<file path="src/rtl/axi_switch_0_ref_example_example_byte_packer_if.sv">
// Byte-in / AXI4-Stream-out bundle for the byte packer.
//   s_mesg, s_valid, s_ready       : byte stream from the reg-SRL FIFO
//   m_axis_tdata/tkeep/tlast/tvalid: packed 32-bit beats toward the switch
//   m_axis_tready                  : downstream ready
//   pkt_done                       : one-cycle pulse after a TLAST handshake
// The packer uses the master modport because it masters the AXI-Stream side.
// The environment (FIFO plus switch, or a testbench) uses the slave modport.
interface axi_switch_0_ref_example_example_byte_packer_if;
    logic [7:0]  s_mesg;
    logic        s_valid;
    logic        s_ready;
    logic [31:0] m_axis_tdata;
    logic [3:0]  m_axis_tkeep;
    logic        m_axis_tlast;
    logic        m_axis_tvalid;
    logic        m_axis_tready;
    logic        pkt_done;

    modport master (
        input  s_mesg, s_valid, m_axis_tready,
        output s_ready, m_axis_tdata, m_axis_tkeep, m_axis_tlast,
               m_axis_tvalid, pkt_done
    );

    modport slave (
        output s_mesg, s_valid, m_axis_tready,
        input  s_ready, m_axis_tdata, m_axis_tkeep, m_axis_tlast,
               m_axis_tvalid, pkt_done
    );
endinterface

</file>
<file path="src/rtl/axi_switch_0_ref_example_example_byte_packer.sv">
// Byte packer: gathers the 8-bit FIFO stream into 32-bit AXI4-Stream beats.
//   aclk    : clock, all logic on the rising edge
//   areset  : synchronous active-high reset
//   aclken  : clock enable; when low, every register holds
//   bus     : byte input and AXI-Stream output (see the _if file)
// A beat leaves when four bytes are gathered. A partial beat leaves after
// C_TIMEOUT enabled idle cycles, and that flush beat always carries TLAST.
// Otherwise TLAST marks every C_PKT_BEATS-th beat.
// There is a 4-byte accumulator plus one output register, so one byte per
// cycle is sustained while the downstream side is ready.
module axi_switch_0_ref_example_example_byte_packer #(
    parameter int C_PKT_BEATS = 16,
    parameter int C_TIMEOUT   = 32
) (
    input  logic aclk,
    input  logic areset,
    input  logic aclken,
    axi_switch_0_ref_example_example_byte_packer_if.master bus
);

    localparam int IDLE_W = 10;
    localparam int BEAT_W = 8;
    localparam logic [IDLE_W-1:0] TIMEOUT_V  = IDLE_W'(C_TIMEOUT);
    localparam logic [BEAT_W-1:0] LAST_IDX_V = BEAT_W'(C_PKT_BEATS - 1);

    // Keep mask for a beat carrying n bytes: contiguous from byte 0.
    function automatic logic [3:0] keep_mask(input logic [2:0] n);
        logic [3:0] k;
        case (n)
            3'd0:    k = 4'h0;
            3'd1:    k = 4'h1;
            3'd2:    k = 4'h3;
            3'd3:    k = 4'h7;
            3'd4:    k = 4'hF;
            default: k = 4'h0;
        endcase
        return k;
    endfunction

    // Expand a keep mask into a bit mask, so that unused bytes read as zero.
    function automatic logic [31:0] byte_mask(input logic [3:0] k);
        return {{8{k[3]}}, {8{k[2]}}, {8{k[1]}}, {8{k[0]}}};
    endfunction

    logic [31:0]       acc_r;
    logic [2:0]        count_r;
    logic [BEAT_W-1:0] beat_idx_r;
    logic [IDLE_W-1:0] idle_r;
    logic              rst_hold_r;
    logic [31:0]       tdata_r;
    logic [3:0]        tkeep_r;
    logic              tlast_r;
    logic              tvalid_r;
    logic              pkt_done_r;

    logic              s_ready_s;
    logic              accept_s;
    logic              out_free_s;
    logic              flush_s;
    logic              xfer_s;
    logic              last_s;
    logic [31:0]       acc_nxt_s;
    logic [2:0]        count_nxt_s;
    logic [BEAT_W-1:0] beat_idx_nxt_s;
    logic [IDLE_W-1:0] idle_nxt_s;
    logic [31:0]       tdata_nxt_s;
    logic [3:0]        tkeep_nxt_s;
    logic              tlast_nxt_s;
    logic              tvalid_nxt_s;
    logic              pkt_done_nxt_s;

    // Handshake terms and next-state values for the accumulator and output beat.
    always_comb begin
        // s_ready uses registered terms only, so m_axis_tready has no
        // combinational path to the FIFO side.
        s_ready_s  = ~rst_hold_r & ((count_r != 3'd4) | ~tvalid_r);
        accept_s   = bus.s_valid & s_ready_s & aclken;
        out_free_s = ~tvalid_r | bus.m_axis_tready;
        // The idle counter only advances with a partial beat pending.
        // The count guard is a second fence against an empty flush.
        flush_s    = (idle_r == TIMEOUT_V) & (count_r != 3'd0);
        xfer_s     = out_free_s & aclken & ((count_r == 3'd4) | flush_s);
        last_s     = (beat_idx_r == LAST_IDX_V) | flush_s;

        acc_nxt_s      = acc_r;
        count_nxt_s    = count_r;
        beat_idx_nxt_s = beat_idx_r;
        idle_nxt_s     = idle_r;
        tdata_nxt_s    = tdata_r;
        tkeep_nxt_s    = tkeep_r;
        tlast_nxt_s    = tlast_r;
        tvalid_nxt_s   = tvalid_r;
        pkt_done_nxt_s = tvalid_r & bus.m_axis_tready & tlast_r;

        // Accumulator. A byte taken in the transfer cycle starts the next beat.
        if (xfer_s) begin
            if (accept_s) begin
                acc_nxt_s   = {24'd0, bus.s_mesg};
                count_nxt_s = 3'd1;
            end else begin
                acc_nxt_s   = 32'd0;
                count_nxt_s = 3'd0;
            end
        end else if (accept_s) begin
            acc_nxt_s[{count_r[1:0], 3'b000} +: 8] = bus.s_mesg;
            count_nxt_s = count_r + 3'd1;
        end else begin
            count_nxt_s = count_r;
        end

        // Output register: load a new beat, or drain it once it has handshaken.
        if (xfer_s) begin
            tdata_nxt_s    = acc_r & byte_mask(keep_mask(count_r));
            tkeep_nxt_s    = keep_mask(count_r);
            tlast_nxt_s    = last_s;
            tvalid_nxt_s   = 1'b1;
            beat_idx_nxt_s = last_s ? {BEAT_W{1'b0}} : beat_idx_r + {{(BEAT_W-1){1'b0}}, 1'b1};
        end else if (tvalid_r & bus.m_axis_tready & aclken) begin
            tvalid_nxt_s = 1'b0;
        end else begin
            tvalid_nxt_s = tvalid_r;
        end

        // Idle counter: counts enabled cycles with a partial beat and no input.
        // It saturates so that flush stays up while the output is stalled.
        if (accept_s | xfer_s) begin
            idle_nxt_s = {IDLE_W{1'b0}};
        end else if (aclken & (count_r != 3'd0) & (count_r != 3'd4) & (idle_r != TIMEOUT_V)) begin
            idle_nxt_s = idle_r + {{(IDLE_W-1){1'b0}}, 1'b1};
        end else begin
            idle_nxt_s = idle_r;
        end
    end

    // Reset-hold flag: keeps s_ready low during the reset cycle only.
    always_ff @(posedge aclk) begin
        if (areset) begin
            rst_hold_r <= 1'b1;
        end else begin
            rst_hold_r <= 1'b0;
        end
    end

    // Main state registers: frozen while aclken is low, cleared by areset.
    always_ff @(posedge aclk) begin
        if (areset) begin
            acc_r      <= 32'd0;
            count_r    <= 3'd0;
            beat_idx_r <= {BEAT_W{1'b0}};
            idle_r     <= {IDLE_W{1'b0}};
            tdata_r    <= 32'd0;
            tkeep_r    <= 4'd0;
            tlast_r    <= 1'b0;
            tvalid_r   <= 1'b0;
            pkt_done_r <= 1'b0;
        end else if (aclken) begin
            acc_r      <= acc_nxt_s;
            count_r    <= count_nxt_s;
            beat_idx_r <= beat_idx_nxt_s;
            idle_r     <= idle_nxt_s;
            tdata_r    <= tdata_nxt_s;
            tkeep_r    <= tkeep_nxt_s;
            tlast_r    <= tlast_nxt_s;
            tvalid_r   <= tvalid_nxt_s;
            pkt_done_r <= pkt_done_nxt_s;
        end else begin
            acc_r      <= acc_r;
            count_r    <= count_r;
            beat_idx_r <= beat_idx_r;
            idle_r     <= idle_r;
            tdata_r    <= tdata_r;
            tkeep_r    <= tkeep_r;
            tlast_r    <= tlast_r;
            tvalid_r   <= tvalid_r;
            pkt_done_r <= pkt_done_r;
        end
    end

    assign bus.s_ready       = s_ready_s;
    assign bus.m_axis_tdata  = tdata_r;
    assign bus.m_axis_tkeep  = tkeep_r;
    assign bus.m_axis_tlast  = tlast_r;
    assign bus.m_axis_tvalid = tvalid_r;
    assign bus.pkt_done      = pkt_done_r;

endmodule
</file>
<file path="src/flat_wrapper.sv">
// flat-port wrapper written by rule: the top's interface ports become plain ports
module axi_switch_0_ref_example_example_byte_packer_flat 
#(
    parameter int C_PKT_BEATS = 16,
    parameter int C_TIMEOUT   = 32
)
  (aclk, areset, aclken, bus_s_mesg, bus_s_valid, bus_m_axis_tready, bus_s_ready, bus_m_axis_tdata, bus_m_axis_tkeep, bus_m_axis_tlast, bus_m_axis_tvalid, bus_pkt_done);
  axi_switch_0_ref_example_example_byte_packer_if bus_i ();
  input  logic aclk;
  input  logic areset;
  input  logic aclken;
  input wire logic [$bits(bus_i.s_mesg)-1:0] bus_s_mesg;
  input wire logic [$bits(bus_i.s_valid)-1:0] bus_s_valid;
  input wire logic [$bits(bus_i.m_axis_tready)-1:0] bus_m_axis_tready;
  output wire logic [$bits(bus_i.s_ready)-1:0] bus_s_ready;
  output wire logic [$bits(bus_i.m_axis_tdata)-1:0] bus_m_axis_tdata;
  output wire logic [$bits(bus_i.m_axis_tkeep)-1:0] bus_m_axis_tkeep;
  output wire logic [$bits(bus_i.m_axis_tlast)-1:0] bus_m_axis_tlast;
  output wire logic [$bits(bus_i.m_axis_tvalid)-1:0] bus_m_axis_tvalid;
  output wire logic [$bits(bus_i.pkt_done)-1:0] bus_pkt_done;
  assign bus_i.s_mesg = bus_s_mesg;
  assign bus_i.s_valid = bus_s_valid;
  assign bus_i.m_axis_tready = bus_m_axis_tready;
  assign bus_s_ready = bus_i.s_ready;
  assign bus_m_axis_tdata = bus_i.m_axis_tdata;
  assign bus_m_axis_tkeep = bus_i.m_axis_tkeep;
  assign bus_m_axis_tlast = bus_i.m_axis_tlast;
  assign bus_m_axis_tvalid = bus_i.m_axis_tvalid;
  assign bus_pkt_done = bus_i.pkt_done;
  axi_switch_0_ref_example_example_byte_packer #(.C_PKT_BEATS(C_PKT_BEATS), .C_TIMEOUT(C_TIMEOUT)) u_core (.aclk(aclk), .areset(areset), .aclken(aclken), .bus(bus_i));
endmodule
</file>
<file path="config.mk">
export PLATFORM = sky130hd
export DESIGN_NAME = axi_switch_0_ref_example_example_byte_packer_flat
export DESIGN_NICKNAME = d
export VERILOG_FILES = /design/src/rtl/axi_switch_0_ref_example_example_byte_packer_if.sv /design/src/rtl/axi_switch_0_ref_example_example_byte_packer.sv /design/src/flat_wrapper.sv
export SDC_FILE = /design/constraint.sdc
export NUM_CORES = 1
export LEC_CHECK = 0
export ABC_AREA = 1
export BUFFER_PORTS_ARGS = -buffer_cell sky130_fd_sc_hd__buf_2
export CORE_ASPECT_RATIO = 0.8
export CORE_MARGIN = 10
export CORE_UTILIZATION = 30
export CTS_BUF_LIST = sky130_fd_sc_hd__clkbuf_8
export DETAILED_ROUTE_END_ITERATION = 10
export PLACE_DENSITY = 0.44
export SLEW_MARGIN = 20
export SYNTH_ARGS = -nofsm -noshare
export SYNTH_HDL_FRONTEND = slang
export SYNTH_SLANG_ARGS = --single-unit
export TNS_END_PERCENT = 50
</file>
<file path="constraint.sdc">
create_clock -name aclk -period 5.6 [get_ports aclk]
set_input_delay 1.12 -clock aclk [delete_from_list [all_inputs] [get_ports aclk]]
set_output_delay 1.12 -clock aclk [all_outputs]
set_load 0.005 [all_outputs]
</file>
# Yosys cells after proc, flatten, opt, wreduce, memory -nomap -nowiden
# Index checks and enable logic that the tools add are counted.
[word_totals]
ff_bits = 93
in_bits = 13
wordCells = 67
[op_classes]
add_sub_neg = 4
eq_ne = 8
shifts = 2
mux = 15
bitwise_logic = 20
reduce_logical = 8
[ops]
columns = ["cell", "count"]
rows = [
  ["32-bit 2-to-1 mux", 2],
  ["32-bit AND", 1],
  ["32-bit bitwise mux", 1],
  ["8-bit by 7-bit variable shift with 32-bit output, first input constant", 1],
  ["8-bit by 7-bit variable part select with 32-bit output", 1],
  ["10-bit 2-to-1 mux", 2],
  ["8-bit 2-to-1 mux", 2],
  ["4-bit one-hot mux with 4 select lines", 1],
  ["1-bit AND", 12],
  ["10-bit by 1-bit adder with 10-bit output, second input constant", 1],
  ["10-bit by 6-bit == test with 1-bit output, second input constant", 1],
  ["10-bit by 6-bit inequality test with 1-bit output, second input constant", 1],
  ["8-bit by 1-bit adder with 8-bit output, second input constant", 1],
  ["8-bit by 4-bit == test with 1-bit output, second input constant", 1],
  ["2-bit AND reduction", 4],
  ["5-bit negation with 7-bit output", 1],
  ["3-bit by 2-bit == test with 1-bit output, second input constant", 2],
  ["3-bit 2-to-1 mux", 2],
  ["2-bit nonzero test", 3],
  ["1-bit bitwise OR", 5],
  ["1-bit 2-to-1 mux", 4],
  ["4-bit 2-to-1 mux", 1],
  ["3-bit by 1-bit adder with 3-bit output, second input constant", 1],
  ["3-bit by 1-bit == test with 1-bit output, second input constant", 1],
  ["other kinds (4)", 5],
]

# Longest topological paths before layout
[depth]
word_depth = 8
mapped_depth = 15

# Least setup slack after synthesis
# OpenSTA, ideal clock, no wires.
[synth_path]
kind = "reg-to-output"
from = "reg u_core.count_r[0]"
to = "out bus_s_ready"
arrival_time_ns = 1.537
required_time_ns = 4.480
setup_slack_ns = 2.943
stages_incl_launch_ff = 11
path_buffers = 3
cell_sequence = "dfxtp_1 > buf_2 > inv_1 > clkbuf_1 > ha_1 > buf_2 > nand2_1 > inv_2 > nand2_1 > nand2_1 > inv_1"
[synth_between]
elab_chain_cells = 3
[synth_lines]
columns = ["item", "line_no", "rtl"]
rows = [
  ["start: declaration", "axi_switch_0_ref_example_example_byte_packer.sv:46", "logic [2:0] count_r;"],
  ["start signal: assignment", "axi_switch_0_ref_example_example_byte_packer.sv:158", "count_r <= count_nxt_s;"],
  ["start signal: assignment", "axi_switch_0_ref_example_example_byte_packer.sv:168", "count_r <= count_r;"],
  ["3-bit inequality test", "axi_switch_0_ref_example_example_byte_packer.sv:76", "s_ready_s = ~rst_hold_r & ((count_r != 3'd4) | ~tvalid_r);"],
  ["1-bit bitwise OR", "axi_switch_0_ref_example_example_byte_packer.sv:76", ""],
  ["1-bit AND", "axi_switch_0_ref_example_example_byte_packer.sv:76", ""],
  ["end: declaration", "flat_wrapper.sv:15", "output wire logic [$bits(bus_i.s_ready)-1:0] bus_s_ready;"],
]
# Every way passes these cells.

# Final worst setup path
[layout_path]
from = "reg u_core.count_r[0]"
to = "reg u_core.acc_r[16]"
[layout_between]
elab_chain_cells = 7
[layout_lines]
columns = ["item", "line_no", "rtl"]
rows = [
  ["branches (longest 7 deep; another with 5-bit negation with 7-bit output)", "--", ""],
  ["end signal: assignment", "axi_switch_0_ref_example_example_byte_packer.sv:157", "acc_r <= acc_nxt_s;"],
  ["end signal: assignment", "axi_switch_0_ref_example_example_byte_packer.sv:167", "acc_r <= acc_r;"],
  ["end: declaration", "axi_switch_0_ref_example_example_byte_packer.sv:45", "logic [31:0] acc_r;"],
]
# Parallel ways; which one is timed is not known. The select of a mux whose other input is x is not followed.
# A chain may end at the register's enable or synchronous reset.

==> qor.csv <==
metric,value,unit
status,"finished, final reports clean",
Yosys reg bits,93,
H-tree depth,3,
worst skew pair latency,380,ps
# placed instances,923,
PD cells,259,nW/um2
setup TNS,0,ps
P_leak,2.35,nW
Post-route DRC,0,
switching share of power,26.1,%
CP Class,reg2reg,
Buf/Inv on CP,3,
first-pass GRT wire length,20800,um
Total GRT Usage,11.7,%
share of layout cells above drive strength 1,13.4,%
clock skew,14.8,ps
CP required,5920,ps
overall power,1.38,mW
peak supply drop,0.104,mV
CP Capture Type,register,
post-synthesis sequential area ratio,39.2,%
main area contributors after synthesis,"dfxtp_1 39%, nand2_1 12%, nor2_1 8.0%, inv_1 5.9%, nand3_1 4.3%",
number of inserted diodes,0,
crit-path cells,inv_1 > ha_1 > inv_2 > nor2_2 > nor2_4 > nand2_4 > nand2_1 > inv_1 > o21ai_0 > nor2_1,
Tightest Pin Transition,871,ps
post-placement cell area,5100,um2
critical-path maximum fanout,70,
clock share of power,39.9,%
router iterations before antenna repair,4,
Tcrit/Tclk final,69.7,%
die area,21300,um2
CTS Root Cell,clkbuf_8,
Synth top area share,39.2,%
CP max-delay cell,ha_1,
fmax,256,MHz
postcts setup bufs,0,
final hold violations,0,
Final ANT Viol Nets,0,
vias in the first global route,4112,
maxcap violations,0,
unrepaired setup endpoints after global routing,no,
RePlAce Congestion,0.844,
Most common cell on crit path,inv_1,
Post-synth top flop,dfxtp_1,
"EDFF count, synth",0,
Starting Density,30.3,%
clk sink count,93,
area grow syn2layout,12.8,%
DR vias/cell,4.54,
clk buf depth,2,
"area leader, netlist",dfxtp_1,
DRT iter0 DRCs,246,
io pins,53,
Nets,741,
row count,41,
Synth Area per Inst,6.88,um2
DP HPWL,8850,um
max incr delay on CP,740,ps
Finished Cell Area,5350,um2
initial antenna violation count,0,
WL/cell,13.2,um
die extent in y,132,um
Psw,362,uW
syn_nets,712,
grt ovf,0,
arrival time worst endpoint,4220,ps
Core ar.,15600,um2
fin cells,939,
Internal,1.02,mW
# setup viols final,0,
Mapped Cells,690,
asr flop ratio synth,0,%
Die W,161,um
Netlist cell types,34,
startpoint types,register,
largest net degree at the start of global routing,71,
hold-fix buffers at CTS,0,
via count,4260,
worst hold margin,448,ps
total wire length,12400,um
Rel. slew slack,41.6,%
Reg power frac,49.7,%
number of I/O port buffers,52,
"CTS clk-pin slew, worst paths",90,ps
Top delay family on crit path,simple AND/OR/NAND/NOR gates,
min Tclk post-route,3900,ps
worst hold path type,reg2reg,
Ys Warns,0,
synthesized area,4740,um2
CTS Buf Count,9,
TritonCTS clock tree,yes,
Logic pwr share,10.5,%
post_cts resized,0,
final-report max-slew violation count,0,
## cell type report
| class | instances | area [um2] |
|---|---|---|
| fill | 1717 | 10300 |
| multi-input combinational | 478 | 2380 |
| sequential | 93 | 1860 |
| inverter | 82 | 310 |
| timing repair buffer | 55 | 283 |
| tap | 215 | 269 |
| clock buffer | 9 | 124 |
| clock inverter | 7 | 123 |
## sequential cells by signal, summed over array words and instances (netlist names)
signal,flops
u_core.acc_r,32
u_core.bus.m_axis_tdata,32
u_core.idle_r,10
u_core.beat_idx_r,8
u_core.bus.m_axis_tkeep,4
u_core.count_r,3
u_core.bus.m_axis_tlast,1
u_core.bus.m_axis_tvalid,1
u_core.bus.pkt_done,1
u_core.rst_hold_r,1
## cell usage after synthesis, types with 8 or more instances
| master | number |
|---|---|
| inv_1 | 75 |
| o21ai_0 | 32 |
| nand4_1 | 24 |
| nand2_1 | 157 |
| dfxtp_1 | 93 |
| o31ai_1 | 12 |
| ha_1 | 9 |
| o21ai_1 | 12 |
| nor3_1 | 26 |
| nor2_1 | 101 |
| o211ai_1 | 12 |
| buf_2 | 13 |
| nand3_1 | 41 |
| o211ai_2 | 8 |
| a21oi_1 | 21 |
| clkbuf_1 | 17 |
## path summary, 6_finish.rpt
| kind | startpoint | to | slack [ps] | cells past startpoint |
|---|---|---|---|---|
| min | u_core.bus.m_axis_tkeep[0]$_SDFFE_PP0P_ | u_core.bus.m_axis_tkeep[0]$_SDFFE_PP0P_ | 450 | 2 |
| max reg2reg | u_core.count_r[0]$_SDFFE_PP0P_ | u_core.acc_r[16]$_SDFFE_PP0P_ | 1700 | 10 |
| max | u_core.count_r[0]$_SDFFE_PP0P_ | u_core.acc_r[16]$_SDFFE_PP0P_ | 1700 | 10 |
| min reg2reg | u_core.bus.m_axis_tkeep[0]$_SDFFE_PP0P_ | u_core.bus.m_axis_tkeep[0]$_SDFFE_PP0P_ | 450 | 2 |
## power groups by stage
stage	Combinational [mW]	Clock [mW]	Sequential, mW
4_1_cts	0.147	0.580	0.688
2_1_floorplan	0.114	0	0.700
3_3_place_gp	0.145	0	0.703
6_report	0.145	0.552	0.688
5_1_grt	0.168	0.605	0.690
3_5_place_dp	0.146	0	0.703
## per-stage QoR
stage	utilization, %	setup slack (ps)
after detailed placement	32.6	1610
final	34.2	1700
after global placement	32.6	1840
after CTS	34.2	1580
after floorplan	-	2940
after global routing	34.2	1110
## layer usage
layer	routed length, um	up-vias	share of wire [%]	GRT usage (%)
li1	-	2284	-	-
met1	6440	1913	52	15.8
met2	5320	50	43	17.5
met3	464	13	3.7	3.29
met4	177	0	1.4	3.92
met5	0	-	0	0
## worst register-to-register path, cell delays in order (launching register included)
cell,delay (ps)
dfxtp_1,430
inv_1,370
ha_1,750
inv_2,160
nor2_2,230
nor2_4,110
nand2_4,650
nand2_1,240
inv_1,550
o21ai_0,230
nor2_1,120
## cells by family (layout without fill, tap and decap cells)
logic type,Yosys count,count (layout),synth area share [%]
AOI/OAI and AO/OA,100,100,13.3
xor gates and xnor gates,5,5,0.923
adders and majority gates,9,9,2.37
buffers and inverters,119,153,10.7
DFF,93,93,39.2
and+or+nand+nor,364,364,33.4
## placed cells by master, fill, tap and decap left out, drive strengths merged, types with 20 or more instances in the layout
cell type	count
dfxtp	93
nand4	24
o211ai	20
nand3	43
nor3	26
nand2	162
buf	55
a21oi	21
nor2	106
inv	83
o21ai	44
No activity file was read; power rests on OpenSTA's default activity.
